## config.mk

```make
export PLATFORM = sky130hd
export DESIGN_NAME = mult_arbiter
export DESIGN_NICKNAME = d
export VERILOG_FILES = /design/src/rtl/mult_arbiter.sv
export SDC_FILE = /design/constraint.sdc
export NUM_CORES = 1
export LEC_CHECK = 0
export ABC_AREA = 1
export ABC_CLOCK_PERIOD_IN_PS = 3790
export BUFFER_PORTS_ARGS = -buffer_cell sky130_fd_sc_hd__buf_4
export CAP_MARGIN = 20
export CORE_ASPECT_RATIO = 0.7
export CORE_MARGIN = 5
export CORE_UTILIZATION = 58
export DETAILED_ROUTE_END_ITERATION = 10
export GPL_TIMING_DRIVEN = 0
export PLACE_DENSITY = 0.86
export SKIP_CTS_REPAIR_TIMING = 1
export SYNTH_ARGS = -nofsm -noshare
export SYNTH_HDL_FRONTEND = slang
export SYNTH_SLANG_ARGS = --single-unit
```

## constraint.sdc

```tcl
create_clock -name clk -period 3.79 [get_ports clk]
set_input_delay 0.1895 -clock clk [delete_from_list [all_inputs] [get_ports clk]]
set_output_delay 0.1895 -clock clk [all_outputs]
set_load 0.03 [all_outputs]
```

## src/rtl/mult_arbiter.sv

```systemverilog
// ============================================================================
// mult_arbiter: round-robin share of one iterative multiplier between two
// requesters, with a one-entry operand/product cache.   Rev 1.0
// ============================================================================
`default_nettype none

module mult_arbiter #(
  parameter int width        = 32,
  parameter int DRAIN_CYCLES = 2*width+2,
  parameter bit CACHE_EN     = 1'b1
) (
  input  logic               clk,
  input  logic               rst,
  input  logic               req0Valid,
  input  logic               req1Valid,
  output logic               req0Ready,
  output logic               req1Ready,
  input  logic [width-1:0]   req0Src1,
  input  logic [width-1:0]   req0Src2,
  input  logic [width-1:0]   req1Src1,
  input  logic [width-1:0]   req1Src2,
  input  logic               req0Signed,
  input  logic               req1Signed,
  input  logic               req0High,
  input  logic               req1High,
  output logic               rsp0Valid,
  output logic               rsp1Valid,
  input  logic               rsp0Ready,
  input  logic               rsp1Ready,
  output logic [width-1:0]   rsp0Data,
  output logic [width-1:0]   rsp1Data,
  output logic               multBegin,
  output logic               isSigned,
  output logic [width-1:0]   multSrc1,
  output logic [width-1:0]   multSrc2,
  input  logic               multStall,
  input  logic [2*width-1:0] multOut
);

  localparam int CW = $clog2(DRAIN_CYCLES+1);
  localparam logic [CW-1:0] DRAIN_LAST = CW'(DRAIN_CYCLES-1);

  typedef enum logic [2:0] {
    S_FLUSH = 3'd0,
    S_IDLE  = 3'd1,
    S_ISSUE = 3'd2,
    S_WAIT  = 3'd3,
    S_RESP  = 3'd4
  } state_t;

  state_t             state, state_nxt;
  logic [CW-1:0]      drain_cnt;
  logic               rr_prio;
  logic               gnt_id;
  logic               high_q;
  logic [2*width-1:0] prod;
  logic               cache_vld;
  logic               cache_sgn;
  logic [width-1:0]   cache_src1;
  logic [width-1:0]   cache_src2;
  logic [2*width-1:0] cache_prod;

  logic               sel;
  logic               acc_valid;
  logic [width-1:0]   sel_src1;
  logic [width-1:0]   sel_src2;
  logic               sel_sgn;
  logic               sel_high;
  logic               cache_hit;
  logic               accept;
  logic [width-1:0]   rsp_half;

  // When both are valid the favoured one wins; otherwise whichever is valid.
  assign sel       = (req0Valid && req1Valid) ? rr_prio : !req0Valid;
  assign acc_valid = sel ? req1Valid  : req0Valid;
  assign sel_src1  = sel ? req1Src1   : req0Src1;
  assign sel_src2  = sel ? req1Src2   : req0Src2;
  assign sel_sgn   = sel ? req1Signed : req0Signed;
  assign sel_high  = sel ? req1High   : req0High;
  assign accept    = (state == S_IDLE) && acc_valid;

  if (CACHE_EN) begin : g_cache
    assign cache_hit = cache_vld && (cache_src1 == sel_src1) &&
                       (cache_src2 == sel_src2) && (cache_sgn == sel_sgn);
  end else begin : g_no_cache
    assign cache_hit = 1'b0;
  end

  always_ff @(posedge clk) begin
    if (rst) state <= S_FLUSH;
    else     state <= state_nxt;
  end

  always_comb begin
    state_nxt = state;
    req0Ready = 1'b0;
    req1Ready = 1'b0;
    multBegin = 1'b0;
    rsp0Valid = 1'b0;
    rsp1Valid = 1'b0;
    case (state)
      S_FLUSH: if (drain_cnt == DRAIN_LAST) state_nxt = S_IDLE;
      S_IDLE: begin
        if (acc_valid) begin
          req0Ready = !sel;
          req1Ready = sel;
          state_nxt = cache_hit ? S_RESP : S_ISSUE;
        end
      end
      S_ISSUE: begin
        multBegin = 1'b1;
        state_nxt = S_WAIT;
      end
      S_WAIT: if (!multStall) state_nxt = S_RESP;
      S_RESP: begin
        rsp0Valid = !gnt_id;
        rsp1Valid = gnt_id;
        if (gnt_id ? rsp1Ready : rsp0Ready) state_nxt = S_IDLE;
      end
      default: state_nxt = S_FLUSH;
    endcase
  end

  assign rsp_half = high_q ? prod[2*width-1:width] : prod[width-1:0];
  assign rsp0Data = rsp0Valid ? rsp_half : '0;
  assign rsp1Data = rsp1Valid ? rsp_half : '0;

  always_ff @(posedge clk) begin
    if (rst) begin
      drain_cnt  <= '0;
      rr_prio    <= 1'b0;
      gnt_id     <= 1'b0;
      high_q     <= 1'b0;
      prod       <= '0;
      isSigned   <= 1'b0;
      multSrc1   <= '0;
      multSrc2   <= '0;
      cache_vld  <= 1'b0;
      cache_sgn  <= 1'b0;
      cache_src1 <= '0;
      cache_src2 <= '0;
      cache_prod <= '0;
    end else begin
      if (state == S_FLUSH && drain_cnt != DRAIN_LAST) drain_cnt <= drain_cnt + CW'(1);
      if (accept) begin
        multSrc1 <= sel_src1;
        multSrc2 <= sel_src2;
        isSigned <= sel_sgn;
        high_q   <= sel_high;
        gnt_id   <= sel;
        rr_prio  <= !sel;
        if (cache_hit) prod <= cache_prod;
      end
      // Operands stay latched in multSrc*, so they double as the cache tag.
      if (state == S_WAIT && !multStall) begin
        prod       <= multOut;
        cache_prod <= multOut;
        cache_src1 <= multSrc1;
        cache_src2 <= multSrc2;
        cache_sgn  <= isSigned;
        cache_vld  <= 1'b1;
      end
    end
  end

endmodule

`default_nettype wire

```

==> out/summary.txt, run 1 <==
outcome - complete, but fails checks
failing checks - negative hold slack
CTS tree - done
design area - 17500 um^2
VDD IR max - 0.425 mV
dominant synthesized flop cell - dfxtp_1
vias post-DR - 15577
Max Clk Rate - 305 MHz
Worst Slack Setup Final - 0.512 ns
Synth top area share - 0.408
top cell type by total area after synthesis - dfxtp_1
Hold WS - -0.0554 ns
synthesis-to-layout area growth - 31.5%
TritonCTS Sinks - 272
final setup TNS - 0 ns
clock share of power - 0.312
sequential area share after synthesis - 0.408
Crit path arrival time - 3.69 ns
die height - 137 um
fill count - 1718
Via-to-Cell Ratio - 5.63
origin of the critical flop-to-flop path - rr_prio
largest net degree at the start of global routing - 15
synth top area cells - dfxtp_1 (41%), nand2_1 (10%), o21ai_0 (9.2%)
required time worst endpoint - 4.20 ns
Antenna Violating Nets Remaining - 0
commonest cells in the synthesized netlist - nand2_1 (362), nor2_1 (298), dfxtp_1 (272)
initial antenna violation count - 1
global-route wire length before repair - 75700 um
Worst-Margin Slew - 0.988 ns
worst min-delay path category - input pin to flop
routability cong. - 0.978
asr flop ratio synth - 0
# setup viols final - 0
Worst Hold Path Cells - 3
crit path max fanout - 10
layout cells sized above 1 - 0.197
# H-tree levels - 1
NetSw - 3.14 mW
max-cap viol count - 0
Rows - 46
Final Cycle Share - 0.865
clock insertion delay at the later pin of the skew report - 0.54 ns
FF+latch area - 5450 um^2
PortBufs - 336
top layer in use - met5
switching share of power - 0.358
Worst setup EP type - flop
Total Wirelength - 51900 um
Final Slew Violations - 0
r2r setup slk - 0.51 ns
clk slew on worst S/H paths - 0.07 ns
Global Route Usage Sum - 0.368
I/O Pins - 337
Layout Cells excl Fill - 2767
P_int - 5.63 mW
post-synth cell types - 28
crit path cell chain - nand2_2 -> nand2_2 -> inv_2 -> or2_2 -> nand2_1 -> inv_1 -> clkbuf_1 -> clkbuf_1 -> a31oi_1 -> dlygate4sd3_1
total core area - 22600 um^2
wire length per cell - 18.8 um
antenna diode count - 0
gr ovfl total - 0
Crit Path Class - flop to flop
Root Driver - clkbuf_16
minimum clock period - 3.28 ns
placed cell count - 2678
Slowest-stage cell, CP - dlygate4sd3_1
Max-Slew Margin vs Limit - 0.342
number of global-route vias before repair - 13864
drt first pass iters - 6
Post-synth EDFFs - 0
Largest stage delay, worst path - 0.61 ns
Synth Register Bits - 272
Gate Count Post-Synth - 2030
clk buf depth - 3
Post-Syn Nets - 2235
R2R depth - 10
synthesized area - 13300 um^2
DRT iter0 DRCs - 1837
Num CTS Buffers - 27
mean post-synth cell area - 6.57 um^2
hold_sp - multOut[34]
Die ar. - 26200 um^2
met2 wire length - 21900 um
Reg power frac - 0.392
clk_skew - 0.0131 ns
Cell Pwr Density - 499 nW/um^2
# DRC - 0
Comb power frac - 0.295
Detail Placement HPWL - 38400 um
DIE WIDTH - 191 um
RSZ-0062 raised after global routing - false
met3 wire len - 7010 um
most frequent cell after synthesis - nand2_1
RR Endpoint - high_q
Final #Nets - 2640
Lkg Pwr - 9.14 nW
initial core utilization - 0.590
Placed Area - 16300 um^2
Hold EP - cache_prod[34]
area of the multi-input gates - 6310 um^2
Hold Fails Final Rpt - 24
met1 wire length - 20900 um
YS warnings - 0
dpl ws - 0.723 ns
CP Launch Type - flop
## routing by layer
metal  vias up  track usage
li1       7250            -
met1      7111        0.524
met2      1056        0.543
met3       156       0.0984
met4         4        0.122
met5         -            0
## placed cells by master (no fill, tap or decap), types with 2 or more instances in the layout
| cell type | count |
|---|---|
| buf_4 | 345 |
| dfxtp_1 | 272 |
| clkinv_2 | 5 |
| clkbuf_8 | 8 |
| clkinvlp_4 | 2 |
| a31oi_1 | 16 |
| a21oi_1 | 159 |
| clkbuf_1 | 96 |
| nand4_1 | 7 |
| nor3_1 | 5 |
| inv_1 | 258 |
| nand3_1 | 130 |
| nand2_1 | 362 |
| nand3b_1 | 59 |
| buf_1 | 7 |
| buf_6 | 6 |
| ha_1 | 2 |
| clkbuf_16 | 27 |
| buf_2 | 19 |
| nand2_2 | 2 |
| o21ai_0 | 245 |
| clkinv_1 | 2 |
| or2_2 | 65 |
| nor2_1 | 298 |
| o211ai_1 | 8 |
| dlygate4sd3_1 | 40 |
## flip-flops by register name, summed over array words and instances (netlist names)
signal / cells
prod: 64
multSrc1: 32
gnt_id: 1
drain_cnt: 7
cache_src2: 32
isSigned: 1
cache_vld: 1
cache_sgn: 1
rr_prio: 1
state: 3
high_q: 1
cache_prod: 64
cache_src1: 32
multSrc2: 32
## power by group through the flow
stage | combinational [mW] | sequential [mW] | clock, mW
6_report | 2.59 | 3.44 | 2.74
3_5_place_dp | 2.46 | 3.48 | 0
2_1_floorplan | 1.13 | 3.78 | 0
3_3_place_gp | 2.41 | 3.47 | 0
4_1_cts | 2.48 | 3.42 | 2.73
5_1_grt | 2.77 | 3.46 | 2.85
## worst max path at each step
stage                   from             to  slack, ns  cells after the start
floorplan           state[0]   rsp1Data[10]       1.68                      8
global placement    state[2]       state[2]       0.75                     10
detailed placement  state[2]  cache_src1[2]       0.72                     11
CTS                 state[2]  cache_src1[2]       0.70                     11
global route        state[2]  cache_src1[2]       0.44                     11
finish               rr_prio         high_q       0.51                     10
## kinds of logic (layout without fill, tap and decap cells)
family,after synthesis,count (layout),synth area share
AO/OA/AOI/OAI,430,430,0.165
XOR/XNOR,1,1,0.000657
AND/OR/NAND/NOR,930,930,0.305
flip-flops,272,272,0.408
multiplexers,1,1,0.000750
adder cells (fa/ha/maj),2,2,0.00188
buffers and inverters,394,819,0.119
## cell type report
cell class	count	area share
Buffer	133	0.0343
Sequential cell	272	0.310
Multi-Input combinational cell	1364	0.360
Tap cell	312	0.0223
Clock inverter	10	0.00514
Clock buffer	39	0.0456
Inverter	261	0.0558
Timing Repair Buffer	376	0.167
## worst max-delay path, delay by kind of cell (launching register included)
family,cells,cell delay [ns]
compound gates,1,0.15
buf+inv,5,2.19
flops,1,0.33
simple gates,4,0.48
## through the flow
step | util | power [mW] | hold WS [ns]
after CTS | 0.758 | 8.63 | -0.0702
after global routing | 0.776 | 9.08 | -0.00515
after detailed placement | 0.718 | 5.94 | 0.461
after global placement | 0.718 | 5.87 | 0.456
after floorplan | - | 4.92 | 0.349
final | 0.776 | 8.76 | -0.0554
No activity file was read; power rests on OpenSTA's default activity.
==> run 2, diff against run 1 <==
--- a/config.mk
+++ b/config.mk
@@ -14,7 +14,7 @@
 export CORE_UTILIZATION = 58
 export DETAILED_ROUTE_END_ITERATION = 10
 export GPL_TIMING_DRIVEN = 0
-export PLACE_DENSITY = 0.86
+export PLACE_DENSITY_LB_ADDON = 0.05
 export SKIP_CTS_REPAIR_TIMING = 1
 export SYNTH_ARGS = -nofsm -noshare
 export SYNTH_HDL_FRONTEND = slang
==> run 2 against run 1 <==
- the run still ends with negative hold slack left
- combinational power about the same
- via count about the same
- setup slack got worse by 0.11 ns
- sequential power about the same
- worst hold slack improved by 0.0051 ns
- die area unchanged
- clock skew increased by 0.0088 ns
- design area increased by 0.51%
- critical path type unchanged
- largest power group unchanged
==> out/summary.txt, run 2 (synthesized netlist as in run 1, its figures left out) <==
total core area - 22600 um^2 (unchanged)
fill count - 1761 (+2.5%)
Final Slew Violations - 0 (unchanged)
Final Cycle Share - 0.893 (+0.0283)
Root Driver - clkbuf_16
clk buf depth - 3 (unchanged)
Detail Placement HPWL - 37900 um (-1.3%)
# DRC - 0 (unchanged)
P_int - 5.63 mW (about the same)
Die ar. - 26200 um^2 (unchanged)
clk slew on worst S/H paths - 0.07 ns (about the same)
initial antenna violation count - 1 (unchanged)
initial core utilization - 0.590 (unchanged)
DRT iter0 DRCs - 2143 (+17%)
biggest regs - cache_prod x64, prod x64
crit path max fanout - 10 (unchanged)
TritonCTS Sinks - 272 (unchanged)
Hold WS - -0.0504 ns (+0.00505 ns)
crit path cell chain - nand2_2 -> nand2_2 -> inv_2 -> or2_2 -> nand2_1 -> inv_1 -> clkbuf_1 -> clkbuf_1 -> a31oi_1 -> dlygate4sd3_1
Max-Slew Margin vs Limit - 0.441 (+0.0993)
clock share of power - 0.311 (about the same)
DIE WIDTH - 191 um (unchanged)
VDD IR max - 0.415 mV (-2.3%)
minimum clock period - 3.39 ns (+0.107 ns)
Worst-Margin Slew - 0.839 ns (-0.149 ns)
# H-tree levels - 1 (unchanged)
Worst setup EP type - flop
largest net degree at the start of global routing - 15 (unchanged)
layout cells sized above 1 - 0.196 (-0.000392)
Global Route Usage Sum - 0.364 (-0.00415)
outcome - complete, but fails checks
Num CTS Buffers - 27 (unchanged)
Rows - 46 (unchanged)
Hold Fails Final Rpt - 24 (unchanged)
Cell Pwr Density - 498 nW/um^2 (-0.34%)
routability cong. - 1.01 (+3.4%)
Comb power frac - 0.298 (+0.003)
clk_skew - 0.0219 ns (+0.00879 ns)
clock insertion delay at the later pin of the skew report - 0.55 ns (about the same)
wire length per cell - 18.5 um (-1.5%)
commonest cells after routing, fill and taps aside - nand2_1 (362), buf_4 (345), nor2_1 (298)
I/O Pins - 337 (unchanged)
final core occ - 0.780 (+0.00393)
die height - 137 um (unchanged)
Slowest-stage cell, CP - dlygate4sd3_1
RSZ-0062 raised after global routing - false
Final #Nets - 2650 (+0.38%)
drt first pass iters - 6 (unchanged)
commonest non-fill, non-tap cell in the layout - nand2_1
number of global-route vias before repair - 13883 (+0.14%)
Antenna Violating Nets Remaining - 0 (unchanged)
CP Launch Type - flop
PortBufs - 336 (unchanged)
Crit Path Class - flop to flop
max-cap viol count - 0 (unchanged)
Crit path arrival time - 3.81 ns (+0.12 ns)
required time worst endpoint - 4.22 ns (+0.02 ns)
Total Wirelength - 51300 um (-1.1%)
# setup viols final - 0 (unchanged)
synthesis-to-layout area growth - 32.2%
worst min-delay path category - input pin to flop
Lkg Pwr - 9.19 nW (+0.50%)
Largest stage delay, worst path - 0.61 ns (about the same)
NetSw - 3.15 mW (+0.48%)
gr ovfl total - 0 (unchanged)
global-route wire length before repair - 74700 um (-1.3%)
area of the multi-input gates - 6310 um^2 (unchanged)
CTS tree - done
vias post-DR - 15587 (+0.064%)
switching share of power - 0.359 (+0.00113)
FF+latch area - 5450 um^2 (unchanged)
Reg power frac - 0.391 (about the same)
Via-to-Cell Ratio - 5.61 (-0.30%)
antenna diode count - 0 (unchanged)
Max Clk Rate - 295 MHz (-3.2%)
final setup TNS - 0 ns (unchanged)
failing checks - negative hold slack
## run 2: cell count changes in the layout (fill, tap and decap cells not counted), moves of 2 or more
cell / previous run / this run
clkbuf_8: 8 / 4
clkinv_2: 5 / 9
dlygate4sd3_1: 40 / 50
inv_6: 0 / 2
## run 2: power by group through the flow
stage               registers, mW  clock network [mW]  logic (mW)
detailed placement           3.48                   0        2.47
floorplan                    3.78                   0        1.13
finish                       3.44                2.73        2.61
global route                 3.46                2.84        2.79
CTS                          3.42                2.71        2.49
global placement             3.47                   0        2.42
## run 2: path summary, 6_finish.rpt
kind | from | to | slack (ns) | cells after the start
worst min register to register | cache_src1[27] | cache_src1[27] | 0.47 | 2
worst min-delay path | multOut[17] | cache_prod[17] | -0.05 | 3
worst max register to register | rr_prio | high_q | 0.40 | 10
worst max-delay path | rr_prio | high_q | 0.40 | 10
## run 2: metrics by stage
stage / worst slack [ns] / area (um^2) / std cells / power, mW
finish: 0.405 / 17600 / 2777 / 8.78
global route: 0.298 / 17600 / 2777 / 9.10
CTS: 0.691 / 17100 / 2727 / 8.62
detailed placement: 0.719 / 16300 / 2678 / 5.95
global placement: 0.733 / 16300 / 2678 / 5.89
floorplan: 1.68 / 13300 / 2030 / 4.92
## run 2: layout make-up
type	instances	area share
Clock buffer	34	0.0421
Tap cell	312	0.0221
Buffer	133	0.0341
Multi-Input combinational cell	1364	0.358
Clock inverter	15	0.00781
Inverter	261	0.0556
Timing Repair Buffer	386	0.171
Sequential cell	272	0.309
## run 2: critical path, delay by kind of cell (launching register included)
kind	cells	cell delay, ns
buffers and inverters	5	2.21
DFF	1	0.32
and+or+nand+nor	4	0.55
AOI/OAI and AO/OA	1	0.18
## run 2: routing by layer
| metal | up-vias | global-route usage | wire (um) |
|---|---|---|---|
| met4 | 2 | 0.123 | 1760 |
| met2 | 1016 | 0.531 | 21500 |
| li1 | 7260 | - | - |
| met5 | - | 0 | 8 |
| met3 | 149 | 0.0941 | 7060 |
| met1 | 7160 | 0.523 | 21000 |
==> run 3, diff against run 2 <==
--- a/config.mk
+++ b/config.mk
@@ -11,7 +11,7 @@
 export CAP_MARGIN = 20
 export CORE_ASPECT_RATIO = 0.7
 export CORE_MARGIN = 5
-export CORE_UTILIZATION = 58
+export CORE_UTILIZATION = 50
 export DETAILED_ROUTE_END_ITERATION = 10
 export GPL_TIMING_DRIVEN = 0
 export PLACE_DENSITY_LB_ADDON = 0.05
==> run 3 against run 2 <==
- the flow still finishes with violations (negative hold slack)
- cell count grew 2.4%
- fmax shrank 2.1%
- sequential share of layout area shrank 0.38 points
- global-route usage shrank 4.3 points
- count of clock-buffer cells in the layout grew 13
==> out/summary.txt, run 3 (synthesized netlist as in run 1, its figures left out) <==
Final Slew Violations - 0 (unchanged)
outcome - complete, but fails checks
I/O Pins - 337 (unchanged)
Worst Hold Path Cells - 3 (unchanged)
TritonCTS Sinks - 272 (unchanged)
Rows - 50 (+8.7%)
routability cong. - 0.978 (-3.3%)
number of global-route vias before repair - 13550 (-2.4%)
minimum clock period - 3.46 ns (+0.0736 ns)
Final #Nets - 2662 (+0.45%)
clock insertion delay at the later pin of the skew report - 0.56 ns (about the same)
CTS tree - done
dpl ws - 0.584 ns (-0.135 ns)
# setup viols final - 0 (unchanged)
Antenna Violating Nets Remaining - 0 (unchanged)
Worst setup EP type - flop
Hold Fails Final Rpt - 24 (unchanged)
synthesis-to-layout area growth - 33.8%
vias post-DR - 15313 (-1.8%)
biggest regs - cache_prod x64, prod x64
# H-tree levels - 1 (unchanged)
Max-Slew Margin vs Limit - 0.337 (-0.103)
origin of the critical flop-to-flop path - rr_prio
Num CTS Buffers - 28 (+3.7%)
Cell Pwr Density - 497 nW/um^2 (-0.10%)
Global Route Usage Sum - 0.321 (-0.0426)
crit path max fanout - 10 (unchanged)
final core occ - 0.673 (-0.106)
DIE WIDTH - 205 um (+7.3%)
global-route wire length before repair - 75900 um (+1.6%)
initial antenna violation count - 0 (-1)
Via-to-Cell Ratio - 5.39 (-4.0%)
R2R depth - 10 (unchanged)
RSZ-0062 raised after global routing - false
Detail Placement HPWL - 38800 um (+2.2%)
commonest non-fill, non-tap cell in the layout - nand2_1
# DRC - 0 (unchanged)
Crit path arrival time - 3.90 ns (+0.09 ns)
design area - 17900 um^2 (+1.3%)
clk_skew - 0.00807 ns (-0.0138 ns)
worst min-delay path category - input pin to flop
commonest cells after routing, fill and taps aside - nand2_1 (362), buf_4 (345), nor2_1 (298)
clk buf depth - 3 (unchanged)
gr ovfl total - 0 (unchanged)
Worst Setup SP - rr_prio
Worst Slack Setup Final - 0.331 ns (-0.0736 ns)
PortBufs - 336 (unchanged)
CP Launch Type - flop
Crit Path Class - flop to flop
Placed Area - 16300 um^2 (+0.40%)
DRT iter0 DRCs - 1709 (-20%)
Hold WS - -0.0722 ns (-0.0218 ns)
layout cells sized above 1 - 0.195 (-0.00184)
initial core utilization - 0.503 (-0.0868)
drt first pass iters - 6 (unchanged)
Total Wirelength - 52000 um (+1.3%)
hold_sp - multOut[48]
Worst-Margin Slew - 0.994 ns (+0.155 ns)
final setup TNS - 0 ns (unchanged)
VDD IR max - 0.453 mV (+9.1%)
die height - 147 um (+7.1%)
required time worst endpoint - 4.23 ns (about the same)
max-cap viol count - 0 (unchanged)
total core area - 26500 um^2 (+17%)
Die ar. - 30100 um^2 (+15%)
Final Cycle Share - 0.913 (+0.0194)
Lkg Pwr - 9.26 nW (+0.80%)
Max Clk Rate - 289 MHz (-2.1%)
wire length per cell - 18.3 um (-1.0%)
largest net degree at the start of global routing - 14 (-1)
Root Driver - clkbuf_16
clk slew on worst S/H paths - 0.06 ns (about the same)
failing checks - negative hold slack
## run 3: path summary, 6_finish.rpt
check / to / slack, ns
hold reg to reg: cache_src1[5] / 0.47
setup / recovery: high_q / 0.33
hold / removal: cache_prod[48] / -0.07
setup reg to reg: high_q / 0.33
## run 3: final cells by class
class / count / area [um^2]
repair buffers: 397 / 3130
plain buffers: 133 / 602
inverters: 261 / 980
multi-input cells: 1364 / 6310
fillers: 2459 / 8670
diodes: 1 / 2.50
well taps: 364 / 455
clock buffers: 47 / 903
clock inverters: 4 / 20.0
flip-flops and latches: 272 / 5450
## run 3: worst max-delay path, stage by stage, from the launching register on
cell           delay, ns
dfxtp_1             0.32
nand2_2             0.08
nand2_2             0.11
inv_2               0.25
or2_2               0.18
nand2_1             0.14
inv_1               0.26
clkbuf_1            0.60
clkbuf_1            0.59
a31oi_1             0.19
dlygate4sd3_1       0.61
## run 3: power breakdown
| group | switching (mW) | total [mW] | internal [mW] |
|---|---|---|---|
| logic | 1.73 | 2.65 | 0.919 |
| clock network | 1.19 | 2.80 | 1.61 |
| registers | 0.231 | 3.42 | 3.19 |
| total | 3.15 | 8.88 | 5.72 |
## run 3: layer usage
metal	vias up	track usage	share of wire
met3	96	0.0928	0.13
met4	0	0.0666	0.021
met1	7114	0.477	0.44
met2	797	0.463	0.42
li1	7306	-	-
met5	-	0	0
## run 3: stage by stage
step,std cells,power (mW)
finish,2843,8.88
global route,2842,9.23
CTS,2781,8.74
detailed placement,2730,5.97
global placement,2730,5.94
floorplan,2030,4.92
